[config.mk]
export PLATFORM = sky130hd
export DESIGN_NAME = rv_iopmp_entry_fetch_arbiter
export DESIGN_NICKNAME = d
export VERILOG_FILES = /design/src/rtl/rv_iopmp_entry_fetch_arbiter.sv
export SDC_FILE = /design/constraint.sdc
export NUM_CORES = 1
export LEC_CHECK = 0
export BUFFER_PORTS_ARGS = -buffer_cell sky130_fd_sc_hd__buf_2
export CAP_MARGIN = 40
export CORE_AREA = 2 2 257 259
export CTS_CLUSTER_SIZE = 24
export DETAILED_ROUTE_END_ITERATION = 6
export DIE_AREA = 0 0 259 261
export PLACE_DENSITY = 0.51
export SYNTH_ARGS = -nofsm -noshare
export SYNTH_HDL_FRONTEND = slang
export SYNTH_SLANG_ARGS = --single-unit
[constraint.sdc]
create_clock -name clk_i -period 8.98 [get_ports clk_i]
set_clock_uncertainty 0.2 [all_clocks]
set_input_delay 0.898 -clock clk_i [delete_from_list [all_inputs] [get_ports clk_i]]
set_output_delay 0.898 -clock clk_i [all_outputs]
set_load 0.01 [all_outputs]
[src/rtl/rv_iopmp_entry_fetch_arbiter.sv]
// rv_iopmp_entry_fetch_arbiter
// Shares the single-port IOPMP entry BRAM between the configuration path and
// the entry-scan engine. Holds the round-robin arbiter, the scan sequencer and
// a 2-deep entry buffer with valid/ready backpressure toward the checker.

module rv_iopmp_entry_fetch_arbiter #(
  parameter  int unsigned NUMBER_ENTRIES = 8,
  parameter  int unsigned BRAM_DWIDTH    = 128,
  localparam int unsigned AW             = $clog2(NUMBER_ENTRIES)
) (
  input  logic                   clk_i,
  input  logic                   rst_i,
  // configuration path
  input  logic                   cfg_req_i,
  input  logic                   cfg_we_i,
  input  logic [AW-1:0]          cfg_addr_i,
  input  logic [BRAM_DWIDTH-1:0] cfg_din_i,
  output logic                   cfg_gnt_o,
  output logic                   cfg_rvalid_o,
  output logic [BRAM_DWIDTH-1:0] cfg_rdata_o,
  // scan control
  input  logic                   scan_start_i,
  input  logic [AW-1:0]          scan_first_i,
  input  logic [AW-1:0]          scan_last_i,
  input  logic                   scan_abort_i,
  output logic                   scan_ready_o,
  // entry stream
  output logic                   entry_valid_o,
  input  logic                   entry_ready_i,
  output logic [BRAM_DWIDTH-1:0] entry_data_o,
  output logic [AW-1:0]          entry_idx_o,
  output logic                   scan_done_o,
  // BRAM port
  output logic                   we_bram_o,
  output logic                   en_bram_o,
  output logic [AW-1:0]          addr_bram_o,
  output logic [BRAM_DWIDTH-1:0] din_bram_o,
  input  logic [BRAM_DWIDTH-1:0] dout_bram_i
);

  typedef enum logic [1:0] {
    IDLE  = 2'd0,
    FETCH = 2'd1,
    DRAIN = 2'd2
  } state_e;

  state_e                 state_q;
  logic [AW-1:0]          next_addr_q;
  logic [AW-1:0]          last_q;
  logic                   scan_done_q;
  logic                   rr_scan_q;      // 1: scan wins the next contended cycle
  logic                   inflight_q;
  logic [AW-1:0]          inflight_idx_q;
  logic                   cfg_rvalid_q;
  logic [1:0]             count_q;
  logic [BRAM_DWIDTH-1:0] head_data_q;
  logic [AW-1:0]          head_idx_q;
  logic [BRAM_DWIDTH-1:0] tail_data_q;
  logic [AW-1:0]          tail_idx_q;

  logic       aborting;
  logic       pop;
  logic       push;
  logic [2:0] occ;
  logic       scan_elig;
  logic       cfg_gnt;
  logic       scan_gnt;
  logic       drain_empty;

  // Arbitration: scan may issue only if the read still fits the 2-deep buffer.
  always_comb begin
    aborting    = scan_abort_i && (state_q != IDLE);
    pop         = (count_q != 2'd0) && entry_ready_i;
    push        = inflight_q && !aborting;
    occ         = 3'(count_q) + 3'(inflight_q);
    scan_elig   = (state_q == FETCH) && !aborting && (occ < (3'd2 + 3'(pop)));
    cfg_gnt     = cfg_req_i && (!scan_elig || !rr_scan_q);
    scan_gnt    = scan_elig && !cfg_gnt;
    drain_empty = !inflight_q &&
                  ((count_q == 2'd0) || ((count_q == 2'd1) && pop));
  end

  // BRAM port mux: config access when granted, otherwise the scan read.
  always_comb begin
    en_bram_o   = cfg_gnt || scan_gnt;
    we_bram_o   = cfg_gnt && cfg_we_i;
    addr_bram_o = cfg_gnt ? cfg_addr_i : next_addr_q;
    din_bram_o  = cfg_gnt ? cfg_din_i : '0;
  end

  assign cfg_gnt_o     = cfg_gnt;
  assign cfg_rvalid_o  = cfg_rvalid_q;
  assign cfg_rdata_o   = cfg_rvalid_q ? dout_bram_i : '0;
  assign scan_ready_o  = (state_q == IDLE);
  assign scan_done_o   = scan_done_q;
  assign entry_valid_o = (count_q != 2'd0);
  assign entry_data_o  = head_data_q;
  assign entry_idx_o   = head_idx_q;

  // Scan sequencer: walks next_addr from first to last, then drains the buffer.
  always_ff @(posedge clk_i or posedge rst_i) begin
    if (rst_i) begin
      state_q     <= IDLE;
      next_addr_q <= '0;
      last_q      <= '0;
      scan_done_q <= 1'b0;
    end else begin
      scan_done_q <= 1'b0;
      case (state_q)
        IDLE: begin
          if (scan_start_i) begin
            next_addr_q <= scan_first_i;
            last_q      <= scan_last_i;
            if (scan_first_i > scan_last_i) begin
              scan_done_q <= 1'b1;
            end else begin
              state_q <= FETCH;
            end
          end
        end
        FETCH: begin
          if (aborting) begin
            state_q <= IDLE;
          end else if (scan_gnt) begin
            next_addr_q <= next_addr_q + AW'(1);
            if (next_addr_q == last_q) begin
              state_q <= DRAIN;
            end
          end
        end
        DRAIN: begin
          if (aborting) begin
            state_q <= IDLE;
          end else if (drain_empty) begin
            state_q     <= IDLE;
            scan_done_q <= 1'b1;
          end
        end
        default: state_q <= IDLE;
      endcase
    end
  end

  // Round-robin pointer, read-return tracking for both requesters.
  always_ff @(posedge clk_i or posedge rst_i) begin
    if (rst_i) begin
      rr_scan_q      <= 1'b0;
      inflight_q     <= 1'b0;
      inflight_idx_q <= '0;
      cfg_rvalid_q   <= 1'b0;
    end else begin
      if (cfg_req_i && scan_elig) begin
        rr_scan_q <= cfg_gnt;
      end
      inflight_q     <= scan_gnt;
      inflight_idx_q <= next_addr_q;
      cfg_rvalid_q   <= cfg_gnt && !cfg_we_i;
    end
  end

  // 2-entry buffer; head register drives the entry stream directly.
  always_ff @(posedge clk_i or posedge rst_i) begin
    if (rst_i) begin
      count_q     <= 2'd0;
      head_data_q <= '0;
      head_idx_q  <= '0;
      tail_data_q <= '0;
      tail_idx_q  <= '0;
    end else if (aborting) begin
      count_q <= 2'd0;
    end else begin
      case ({push, pop})
        2'b10: begin
          if (count_q == 2'd0) begin
            head_data_q <= dout_bram_i;
            head_idx_q  <= inflight_idx_q;
          end else begin
            tail_data_q <= dout_bram_i;
            tail_idx_q  <= inflight_idx_q;
          end
          count_q <= count_q + 2'd1;
        end
        2'b01: begin
          head_data_q <= tail_data_q;
          head_idx_q  <= tail_idx_q;
          count_q     <= count_q - 2'd1;
        end
        2'b11: begin
          if (count_q == 2'd1) begin
            head_data_q <= dout_bram_i;
            head_idx_q  <= inflight_idx_q;
          end else begin
            head_data_q <= tail_data_q;
            head_idx_q  <= tail_idx_q;
            tail_data_q <= dout_bram_i;
            tail_idx_q  <= inflight_idx_q;
          end
        end
        default: ;
      endcase
    end
  end

endmodule

== Yosys cells after proc, flatten, opt, wreduce, memory -nomap -nowiden ==
Cells that the tools add are included.

* Register bits after elaboration: 279
* Input port bits: 272
* Memory bits (writable): 0
* Output and inout bits: 397
* Memories: 0
* Bits in read-only memories: 0
* Logic and storage cells: 106
* Bits in latches: 0

* Reductions and logical operators: 34
* Div/mod/pow operators: 0
* Multiplexer cells: 34
* Magnitude comparators: 2
* Shifts and indexed selects: 0
* $add $sub $neg: 5
* Equality and inequality tests: 17
* Bitwise logic cells: 1
* Multipliers: 0

{| class="wikitable"
|+ Operators by type and width
! cell !! count
|-
| 128-bit two-way mux || 6
|-
| 128-bit one-hot mux with 3 select lines || 1
|-
| 128-bit one-hot mux with 2 select lines || 1
|-
| 3-bit two-way mux || 8
|-
| 2-bit two-way mux || 8
|-
| 2-bit inequality test, second input constant || 7
|-
| 1-bit logical AND || 12
|-
| 3-bit one-hot mux with 2 select lines || 2
|-
| 3-bit one-hot mux with 3 select lines || 1
|-
| 4-bit AND reduction || 2
|-
| 2-bit nonzero test || 4
|-
| 2-bit by 1-bit == test with 1-bit output, second input constant || 3
|-
| 2-bit == test, second input constant || 3
|-
| 1-bit logical NOT || 6
|-
| 3-bit inequality test, second input constant || 2
|-
| 2-bit one-hot mux with 3 select lines || 1
|-
| 3-bit nonzero test || 2
|-
| 5-bit AND reduction || 1
|-
| 2-bit logical NOT || 2
|-
| 1-bit two-way mux || 4
|-
| 2-bit one-hot mux with 2 select lines || 1
|-
| 2-bit by 1-bit adder with 3-bit output || 1
|-
| 2-bit by 1-bit adder with 3-bit output, first input constant || 1
|-
| 3-bit by 1-bit adder with 3-bit output, second input constant || 1
|-
| other kinds (11) || 13
|}

== Depth between registers and ports, before layout ==
Gate-level depths: netlist of the first run.

* Depth after elaboration: 13
* Mapped depth: 9
* Gate-level depth less buffers: 6

== Worst setup path before layout of the first run ==
Ideal clock, no wire load.

* Path kind: input -> output
* From: input port entry_ready_i
* To: output port addr_bram_o[0]
* Data required time: 7.882 ns
* Arrival: 2.169 ns
* Buffers on the path: 1
* Path slack: 5.713 ns
* Cell stages on the path: 5
* Cell sequence: or3b_4 -> a211oi_4 -> a21boi_2 -> buf_6 -> mux2_4

* Longest elaborated chain between the ends: 8

{| class="wikitable"
|+ Ends and longest elaborated chain
! what !! line !! source
|-
| from (decl) || 29 || <nowiki>input logic entry_ready_i,</nowiki>
|-
| 1-bit logical AND || 73 || <nowiki>pop = (count_q != 2'd0) && entry_ready_i;</nowiki>
|-
| 2-bit by 1-bit adder with 3-bit output || 76 || <nowiki>scan_elig = (state_q == FETCH) && !aborting && (occ < (3'd2 + 3'(pop)));</nowiki>
|-
| 3-bit less-than comparator || 76 ||
|-
| 1-bit logical AND || 76 ||
|-
| 1-bit logical NOT || 77 || <nowiki>cfg_gnt = cfg_req_i && (!scan_elig || !rr_scan_q);</nowiki>
|-
| 1-bit logical OR || 77 ||
|-
| 1-bit logical AND || 77 ||
|-
| 3-bit two-way mux || 87 || <nowiki>addr_bram_o = cfg_gnt ? cfg_addr_i : next_addr_q;</nowiki>
|-
| to (decl) || 36 || <nowiki>output logic [AW-1:0] addr_bram_o,</nowiki>
|}

Every way passes these cells.

== Final worst setup path of the first run ==
* From: register inflight_q
* To: output port addr_bram_o[1]

* Longest elaborated chain between the ends: 7

{| class="wikitable"
|+ Ends and longest elaborated chain
! what !! line !! source
|-
| from (decl) || 52 || <nowiki>logic inflight_q;</nowiki>
|-
| from (signal assigned) || 155 || <nowiki>inflight_q <= scan_gnt;</nowiki>
|-
| 2-bit by 1-bit adder with 3-bit output || 75 || <nowiki>occ = 3'(count_q) + 3'(inflight_q);</nowiki>
|-
| 3-bit less-than comparator || 76 ||
|-
| 1-bit logical AND || 76 ||
|-
| 1-bit logical NOT || 77 ||
|-
| 1-bit logical OR || 77 ||
|-
| 1-bit logical AND || 77 ||
|-
| 3-bit two-way mux || 87 ||
|}

Every way passes these cells.

==> reports/metrics.json, run 1 <==
{
  "netlist_area_um2": 13400,
  "routed-via-count": 12200,
  "r2r_end": "entry_data_o[34]",
  "num_io_pins": 669,
  "hpwlAfterDp_mm": 36.9,
  "nets": 2277,
  "post_placement_setup_slack_ns": 5.06,
  "final.min_clock_period_ns": 4.34,
  "totalWireLength_mm": 49.3,
  "path_buf_inv": 2,
  "insertion_delay_ns": 0.54,
  "mapped_cells": 1377,
  "finalSetupViolCount": 0,
  "drt_first_pass_iters": 5,
  "place_congestion": 0.970,
  "internal_power_component_mw": 3.72,
  "clock_tree.htree_level_count": 2,
  "hold_path.class": "primary input to async pin",
  "clock_transition_time_at_the_flip_flop_clock_pins_of_the_worst_setup_and_hold_paths_ns": 0.06,
  "setup.worst_path.class": "register to output port",
  "synth_top_family_by_area": "simple AND/OR/NAND/NOR gates",
  "final_hold_violating_endpoints": 0,
  "rsz_0062_raised_after_global_routing": "no",
  "first_global_vias": 11700,
  "grt_max_degree": 151,
  "yosysWarnings": 0,
  "p_sw_mw": 2.17,
  "reg2regPathDepth": 8,
  "grt_usage": 0.138,
  "outcome": "finished clean",
  "max_slew_headroom_at_the_worst_pin": 0.312,
  "power.share.switching": 0.369,
  "die_area_um2": 67600,
  "drt_iter0_markers": 604,
  "postSynthNetCount": 1657,
  "numPortBuffers": 668,
  "number_of_design_rule_violations_left_after_detail_routing": 0,
  "critPathTopFamily": "flip-flops",
  "post_synth_xor_area_fraction": 0.00391,
  "achievable-frequency_ghz": 0.230,
  "cp_slowest_stage_delay_ns": 0.59,
  "synthToLayoutAreaGrowth_pct": 40.2,
  "fin_area_um2": 18900,
  "crit_slowest_cell": "sky130_fd_sc_hd__dfrtp_1",
  "comb_power_share": 0.381,
  "power.leakage_nw": 9.40,
  "antenna_found_initial": 4,
  "timing.critical_path.cells": "ha_1 -> or3b_4 -> a211oi_4 -> a21boi_4 -> buf_4 -> mux2_4 -> buf_2",
  "timing.critical_path.to_type": "output port",
  "total_power_mw": 5.90,
  "grt-ovfl-total": 0,
  "seq_power_share": 0.377,
  "cts_inserted_buffers": 34,
  "postCtsSetupRepairBufs": 0,
  "ctsHoldBuffers": 0,
  "layout-drive-gt1-share": 0.439,
  "clockPowerShare": 0.242,
  "die_w_um": 259,
  "muxShareOfSynthArea": 0.117,
  "sequential_cell_area_fraction_in_the_yosys_report": 0.519,
  "cts-root-to-sink-buffers": 3,
  "grt_pass1_wl_mm": 71.8,
  "post_synth.cell_area_avg_um2": 9.77,
  "final_core_util": 0.290,
  "start_util": 0.207,
  "timing.setup.tns_ns": 0,
  "area_of_the_core_um2": 65000,
  "worstMarginPinSlew_ns": 1.03,
  "sink_count": 279,
  "layout_setup_ws_ns": 4.64,
  "timing.final.crit_share": 0.483,
  "yosysUniqueCellTypes": 37,
  "basic_gate_share_of_the_synthesized_area_counting_and_or_nand_and_nor_cells": 0.242,
  "yosys.area_share.adder": 0.00744,
  "regToRegStartpoint": "count_q[0]",
  "cts_tree": "done",
  "required_ns": 7.88,
  "largest_vdd_supply_drop_uv": 124,
  "cts_root_buf": "sky130_fd_sc_hd__clkbuf_16",
  "max-cap-violations": 0,
  "post_drt_via_cell_ratio": 4.23,
  "wire_length_per_cell_after_detailed_routing_um": 17.1,
  "timing_max_transition_violations_final": 0,
  "timing.reg2reg.setup_slack_ns": 5.86,
  "cts-resized-gates": 0,
  "cellPowerDensity_nw_per_um2": 313,
  "postSynthRegisterBits": 279,
  "placementRows": 94,
  "area_fraction_in_compound_gates_after_synthesis": 0.0738,
  "nature_of_the_critical_path_startpoint": "register",
  "critical_path_arrival_ns": 3.24,
  "detail-route-antenna-nets": 0,
  "worst_path_fanout_max": 134,
  "dpl-instance-area_um2": 17700,
  "dieHeight_um": 261
}
registers in the layout, summed over array words and instances (netlist names):
register and count:
entry_data_o 128, tail_data_q 128, entry_idx_o 3, inflight_idx_q 3
last_q 3, next_addr_q 3, tail_idx_q 3, count_q 2
state_q 2, cfg_rvalid_o 1, inflight_q 1, rr_scan_q 1
scan_done_o 1
cell usage after synthesis:
master / count / area, um^2
sky130_fd_sc_hd__and4_1: 1 / 8.76
sky130_fd_sc_hd__o21a_1: 2 / 15.0
sky130_fd_sc_hd__mux2_1: 2 / 22.5
sky130_fd_sc_hd__clkbuf_1: 61 / 229
sky130_fd_sc_hd__nor2b_1: 4 / 25.0
sky130_fd_sc_hd__buf_2: 23 / 115
sky130_fd_sc_hd__buf_6: 7 / 78.8
sky130_fd_sc_hd__dfrtp_1: 279 / 6980
sky130_fd_sc_hd__a21boi_2: 1 / 11.3
sky130_fd_sc_hd__nor2_1: 135 / 507
sky130_fd_sc_hd__mux2_4: 3 / 45.0
sky130_fd_sc_hd__buf_1: 10 / 37.5
sky130_fd_sc_hd__nor3b_1: 1 / 7.51
sky130_fd_sc_hd__and2_1: 258 / 1610
sky130_fd_sc_hd__o32ai_1: 1 / 8.76
sky130_fd_sc_hd__nor2_2: 1 / 6.26
sky130_fd_sc_hd__o21ai_1: 1 / 5.00
sky130_fd_sc_hd__a21oi_1: 3 / 15.0
sky130_fd_sc_hd__nand2b_1: 3 / 18.8
sky130_fd_sc_hd__a22o_1: 1 / 8.76
sky130_fd_sc_hd__o21ai_0: 6 / 30.0
sky130_fd_sc_hd__nor3_1: 1 / 5.00
sky130_fd_sc_hd__a211o_1: 1 / 8.76
sky130_fd_sc_hd__mux2_2: 133 / 1500
sky130_fd_sc_hd__a2111oi_4: 1 / 27.5
sky130_fd_sc_hd__xnor2_1: 6 / 52.6
sky130_fd_sc_hd__a32oi_1: 1 / 8.76
sky130_fd_sc_hd__nand2_1: 275 / 1030
sky130_fd_sc_hd__or2_2: 2 / 12.5
sky130_fd_sc_hd__or3b_4: 1 / 11.3
sky130_fd_sc_hd__a31oi_1: 132 / 826
sky130_fd_sc_hd__ha_1: 8 / 100
sky130_fd_sc_hd__a211oi_4: 1 / 20.0
sky130_fd_sc_hd__inv_1: 9 / 33.8
sky130_fd_sc_hd__nand3_1: 1 / 5.00
sky130_fd_sc_hd__mux2i_1: 1 / 10.0
sky130_fd_sc_hd__a211oi_1: 1 / 7.51
cells by family after synthesis:
| kind of cell | count (synthesis) |
|---|---|
| fa+ha+maj | 8 |
| flops | 279 |
| xor+xnor | 6 |
| compound gates | 152 |
| mux | 139 |
| simple gates | 683 |
| buf+inv | 110 |
cells in the final DEF (no fill, tap or decap), types with 4 or more instances in the layout:
master,synthesis,final
sky130_fd_sc_hd__clkbuf_16,0,35
sky130_fd_sc_hd__nor2b_1,4,4
sky130_fd_sc_hd__ha_1,8,8
sky130_fd_sc_hd__a31oi_1,132,131
sky130_fd_sc_hd__buf_4,0,12
sky130_fd_sc_hd__nor2_1,135,135
sky130_fd_sc_hd__xnor2_1,6,6
sky130_fd_sc_hd__inv_1,9,8
sky130_fd_sc_hd__and2_1,258,258
sky130_fd_sc_hd__clkbuf_8,0,7
sky130_fd_sc_hd__nand2_1,275,275
sky130_fd_sc_hd__clkbuf_1,61,8
sky130_fd_sc_hd__o21ai_0,6,6
sky130_fd_sc_hd__buf_2,23,668
sky130_fd_sc_hd__mux2_2,133,133
sky130_fd_sc_hd__dfrtp_1,279,278
worst max-delay path by stage:
stage	from	to	slack, ns	depth (start not counted)
finish	inflight_q	addr_bram_o[1]	4.64	7
global route	inflight_q	addr_bram_o[1]	4.45	7
CTS	inflight_q	addr_bram_o[1]	4.60	7
detailed placement	entry_ready_i	addr_bram_o[1]	5.06	7
global placement	entry_ready_i	addr_bram_o[0]	5.11	7
floorplan	rst_i	cfg_rvalid_o	0.19	1
area by class of cell:
type,count,area (um^2)
diodes,2,5.00
clock buffers,50,1000
clock inverters,11,159
fillers,6837,46200
well taps,864,1080
inverters,9,41.3
repair buffers,685,3560
multi-input cells,988,6030
flip-flops and latches,279,6990
power by group through the flow:
| stage | clock [mW] | combinational [mW] | sequential [mW] |
|---|---|---|---|
| 6_report | 1.43 | 2.24 | 2.22 |
| 5_1_grt | 1.54 | 2.51 | 2.31 |
| 4_1_cts | 1.49 | 2.31 | 2.23 |
| 3_5_place_dp | 0 | 2.31 | 2.25 |
| 3_3_place_gp | 0 | 2.23 | 2.23 |
| 2_1_floorplan | 0 | 1.26 | 2.32 |
per-stage QoR:
stage                     std cells  hold slack [ns]
after CTS                      2886            0.201
after global routing           2888            0.228
after floorplan                1377            0.231
after global placement         2821            0.286
after detailed placement       2825            0.283
final                          2888            0.216
layer usage:
layer	up-vias	wire, um	global-route usage
met5	-	13	0
met4	2	1200	0.0390
met3	61	4070	0.0403
met2	484	24800	0.246
met1	5878	19200	0.162
li1	5798	-	-
Power figures use the tool's default switching activity.
==> run 2: changes to the inputs <==
Settings changed: PLACE_DENSITY 0.51 to 0.5.
Clock period 8.98 ns to 4.4 ns, I/O delays scaled along.
==> reports/metrics.json, run 2 (synthesis results as in run 1) <==
{
  "p_sw": {"value": 4.48, "unit": "mW", "change": "+110%"},
  "critical_path_arrival": {"value": 3.28, "unit": "ns", "change": "+0.04 ns"},
  "cts-resized-gates": {"value": 0, "change": "unchanged"},
  "hold_path.class": "primary input to register",
  "power.leakage": {"value": 9.99, "unit": "nW", "change": "+6.2%"},
  "worstHoldEndpoint": "next_addr_q[0]",
  "cts_root_buf": "sky130_fd_sc_hd__clkbuf_16",
  "placementRows": {"value": 94, "change": "unchanged"},
  "cts-root-to-sink-buffers": {"value": 3, "change": "unchanged"},
  "rsz_0062_raised_after_global_routing": "no",
  "timing.final.crit_share": 0.890,
  "r2r_end": "tail_data_q[4]",
  "crit_slowest_cell": "sky130_fd_sc_hd__a21boi_4",
  "setup.worst_path.class": "register to output port",
  "min_delay_startpoint": "scan_first_i[0]",
  "fill_cells": {"value": 6666, "change": "-2.5%"},
  "place_congestion": {"value": 0.921, "change": "-5.1%"},
  "detail-route-antenna-nets": {"value": 0, "change": "unchanged"},
  "mostFrequentLayoutCell": "sky130_fd_sc_hd__buf_2",
  "hpwlAfterDp": {"value": 37.3, "unit": "mm", "change": "+1.0%"},
  "timing.setup.tns": {"value": 0, "unit": "ns", "change": "unchanged"},
  "timing.critical_path.cells": "ha_1 -> ha_1 -> a211oi_4 -> a21boi_4 -> buf_12 -> and2_1 -> buf_2",
  "path_buf_inv": {"value": 2, "change": "unchanged"},
  "comb_power_share": {"value": 0.391, "change": "+0.010"},
  "postCtsSetupRepairBufs": {"value": 0, "change": "unchanged"},
  "wire_length_per_cell_after_detailed_routing": {"value": 16.9, "unit": "um", "change": "-1.2%"},
  "layout.cells.most_common_list": "sky130_fd_sc_hd__buf_2 (668), sky130_fd_sc_hd__dfrtp_1 (278), sky130_fd_sc_hd__nand2_1 (275), sky130_fd_sc_hd__and2_1 (258)",
  "clock_tree.htree_level_count": {"value": 2, "change": "unchanged"},
  "sink_count": {"value": 279, "change": "unchanged"},
  "achievable-frequency_ghz": 0.255,
  "cts_inserted_buffers": {"value": 35, "change": "+2.9%"},
  "final_cells": {"value": 3033, "change": "+5.0%"},
  "grt_usage": {"value": 0.142, "change": "+0.00392"},
  "start_util": {"value": 0.207, "change": "unchanged"},
  "final.min_clock_period_ns": 3.92,
  "number_of_design_rule_violations_left_after_detail_routing": {"value": 0, "change": "unchanged"},
  "grt_max_degree": {"value": 123, "change": "-19%"},
  "cellPowerDensity": {"value": 593, "unit": "nW/um^2", "change": "+90%"},
  "required": {"value": 3.76, "unit": "ns", "change": "-4.12 ns"},
  "cell_repeated_most_along_the_worst_path": "sky130_fd_sc_hd__ha_1",
  "synthToLayoutAreaGrowth_pct": 50.7,
  "total_power": {"value": 12.0, "unit": "mW", "change": "+100%"},
  "drt_iter0_markers": {"value": 667, "change": "+10%"},
  "final_hold_violating_endpoints": {"value": 0, "change": "unchanged"},
  "antenna_found_initial": {"value": 6, "change": "+2"},
  "layout-drive-gt1-share": {"value": 0.414, "change": "-0.0244"},
  "post_drt_via_cell_ratio": {"value": 4.17, "change": "-1.4%"},
  "power.share.switching": {"value": 0.373, "change": "+0.00434"},
  "nature_of_the_critical_path_startpoint": "register",
  "max_slew_headroom_at_the_worst_pin": {"value": 0.340, "change": "+0.0285"},
  "timing_max_transition_violations_final": {"value": 0, "change": "unchanged"},
  "reg2regPathDepth": {"value": 4, "change": "-4"},
  "die_w": {"value": 259, "unit": "um", "change": "unchanged"},
  "die_area": {"value": 67600, "unit": "um^2", "change": "unchanged"},
  "numPortBuffers": {"value": 668, "change": "unchanged"},
  "grt-ovfl-total": {"value": 0, "change": "unchanged"},
  "max-cap-violations": {"value": 0, "change": "unchanged"},
  "clockPowerShare": {"value": 0.232, "change": "-0.010"},
  "dieHeight": {"value": 261, "unit": "um", "change": "unchanged"},
  "worst_path_fanout_max": {"value": 85, "change": "-37%"},
  "clock_transition_time_at_the_flip_flop_clock_pins_of_the_worst_setup_and_hold_paths": {"value": 0.06, "unit": "ns", "change": "about the same"},
  "timing.critical_path.to_type": "output port",
  "routed-via-count": {"value": 12700, "change": "+3.6%"},
  "num_io_pins": {"value": 669, "change": "unchanged"},
  "critPathTopFamily": "compound AO/OA/AOI/OAI gates",
  "ctsHoldBuffers": {"value": 135, "change": "+135"},
  "dp.cells": {"value": 2830, "change": "+0.18%"},
  "insertion_delay": {"value": 0.54, "unit": "ns", "change": "about the same"},
  "area_of_the_core": {"value": 65000, "unit": "um^2", "change": "unchanged"},
  "first_global_vias": {"value": 12500, "change": "+6.4%"},
  "largest_vdd_supply_drop": {"value": 225, "unit": "uV", "change": "+81%"},
  "timing.reg2reg.setup_slack": {"value": 1.50, "unit": "ns", "change": "-4.36 ns"},
  "finalSetupViolCount": {"value": 0, "change": "unchanged"},
  "grt_pass1_wl": {"value": 74.1, "unit": "mm", "change": "+3.2%"},
  "outcome": "finished clean",
  "timing.hold.worst_path_depth": 4,
  "nets": {"value": 2418, "change": "+6.2%"},
  "worstMarginPinSlew": {"value": 0.987, "unit": "ns", "change": "-0.0452 ns"},
  "regToRegStartpoint": "state_q[0]",
  "internal_power_component": {"value": 7.54, "unit": "mW", "change": "+100%"},
  "totalWireLength": {"value": 51.1, "unit": "mm", "change": "+3.8%"},
  "cts_tree": "done",
  "seq_power_share": {"value": 0.376, "change": "about the same"},
  "cp_slowest_stage_delay": {"value": 0.78, "unit": "ns", "change": "+0.19 ns"},
  "drt_first_pass_iters": {"value": 5, "change": "unchanged"}
}
[run 2: cell count changes in the layout (fill, tap and decap cells not counted), moves of 3 or more]
cell	previous run	this run
sky130_fd_sc_hd__buf_12	2	9
sky130_fd_sc_hd__bufinv_16	3	0
sky130_fd_sc_hd__dlygate4sd3_1	0	135
sky130_fd_sc_hd__clkinv_2	3	9
[run 2: tightest hold or removal path, cell delays in order]
cell,delay [ns]
sky130_fd_sc_hd__buf_2,0.09
sky130_fd_sc_hd__nand2_1,0.05
sky130_fd_sc_hd__o21ai_0,0.06
sky130_fd_sc_hd__mux2_1,0.12
[run 2: worst max path at each step]
stage	start	endpoint	slack (ns)	cells after the start
final	inflight_q	din_bram_o[13]	0.48	7
after global routing	inflight_q	din_bram_o[11]	0.27	7
after CTS	inflight_q	din_bram_o[11]	0.47	7
after detailed placement	inflight_q	din_bram_o[11]	1.07	7
after global placement	inflight_q	din_bram_o[11]	1.20	7
after floorplan	rst_i	cfg_rvalid_o	0.07	1
[run 2: metrics by stage]
| step | utilization | instance area (um^2) | worst slack (ns) | hold WS, ns |
|---|---|---|---|---|
| after floorplan | - | 13500 | 0.0667 | 0.231 |
| after global placement | 0.272 | 17700 | 1.20 | 0.285 |
| after detailed placement | 0.273 | 17800 | 1.07 | 0.292 |
| after CTS | 0.311 | 20300 | 0.473 | 0.0201 |
| after global routing | 0.312 | 20300 | 0.275 | 0.0506 |
| final | 0.312 | 20300 | 0.483 | 0.0589 |
[run 2: power by group through the flow]
stage | logic (mW) | registers, mW | clock network (mW)
floorplan | 2.58 | 4.73 | 0
global placement | 4.60 | 4.53 | 0
detailed placement | 4.73 | 4.57 | 0
CTS | 4.83 | 4.53 | 2.91
global route | 5.23 | 4.70 | 3.01
finish | 4.71 | 4.52 | 2.79
[run 2: per-layer routing]
metal | share of wire | wire (um) | global-route usage
met5 | 0 | 0 | 0
met3 | 0.069 | 3540 | 0.0372
met4 | 0.036 | 1870 | 0.0586
met2 | 0.49 | 25100 | 0.246
met1 | 0.40 | 20700 | 0.168
[run 2: final cells by class]
class                   count  area (um^2)  share of cell area
clock buffers              49         1010              0.0498
clock inverters            15          121             0.00599
inverters                   9         37.5             0.00185
flip-flops and latches    279         6990               0.345
repair buffers            825         4990               0.246
well taps                 864         1080              0.0533
diodes                      4         10.0            0.000494
multi-input cells         988         6030               0.298
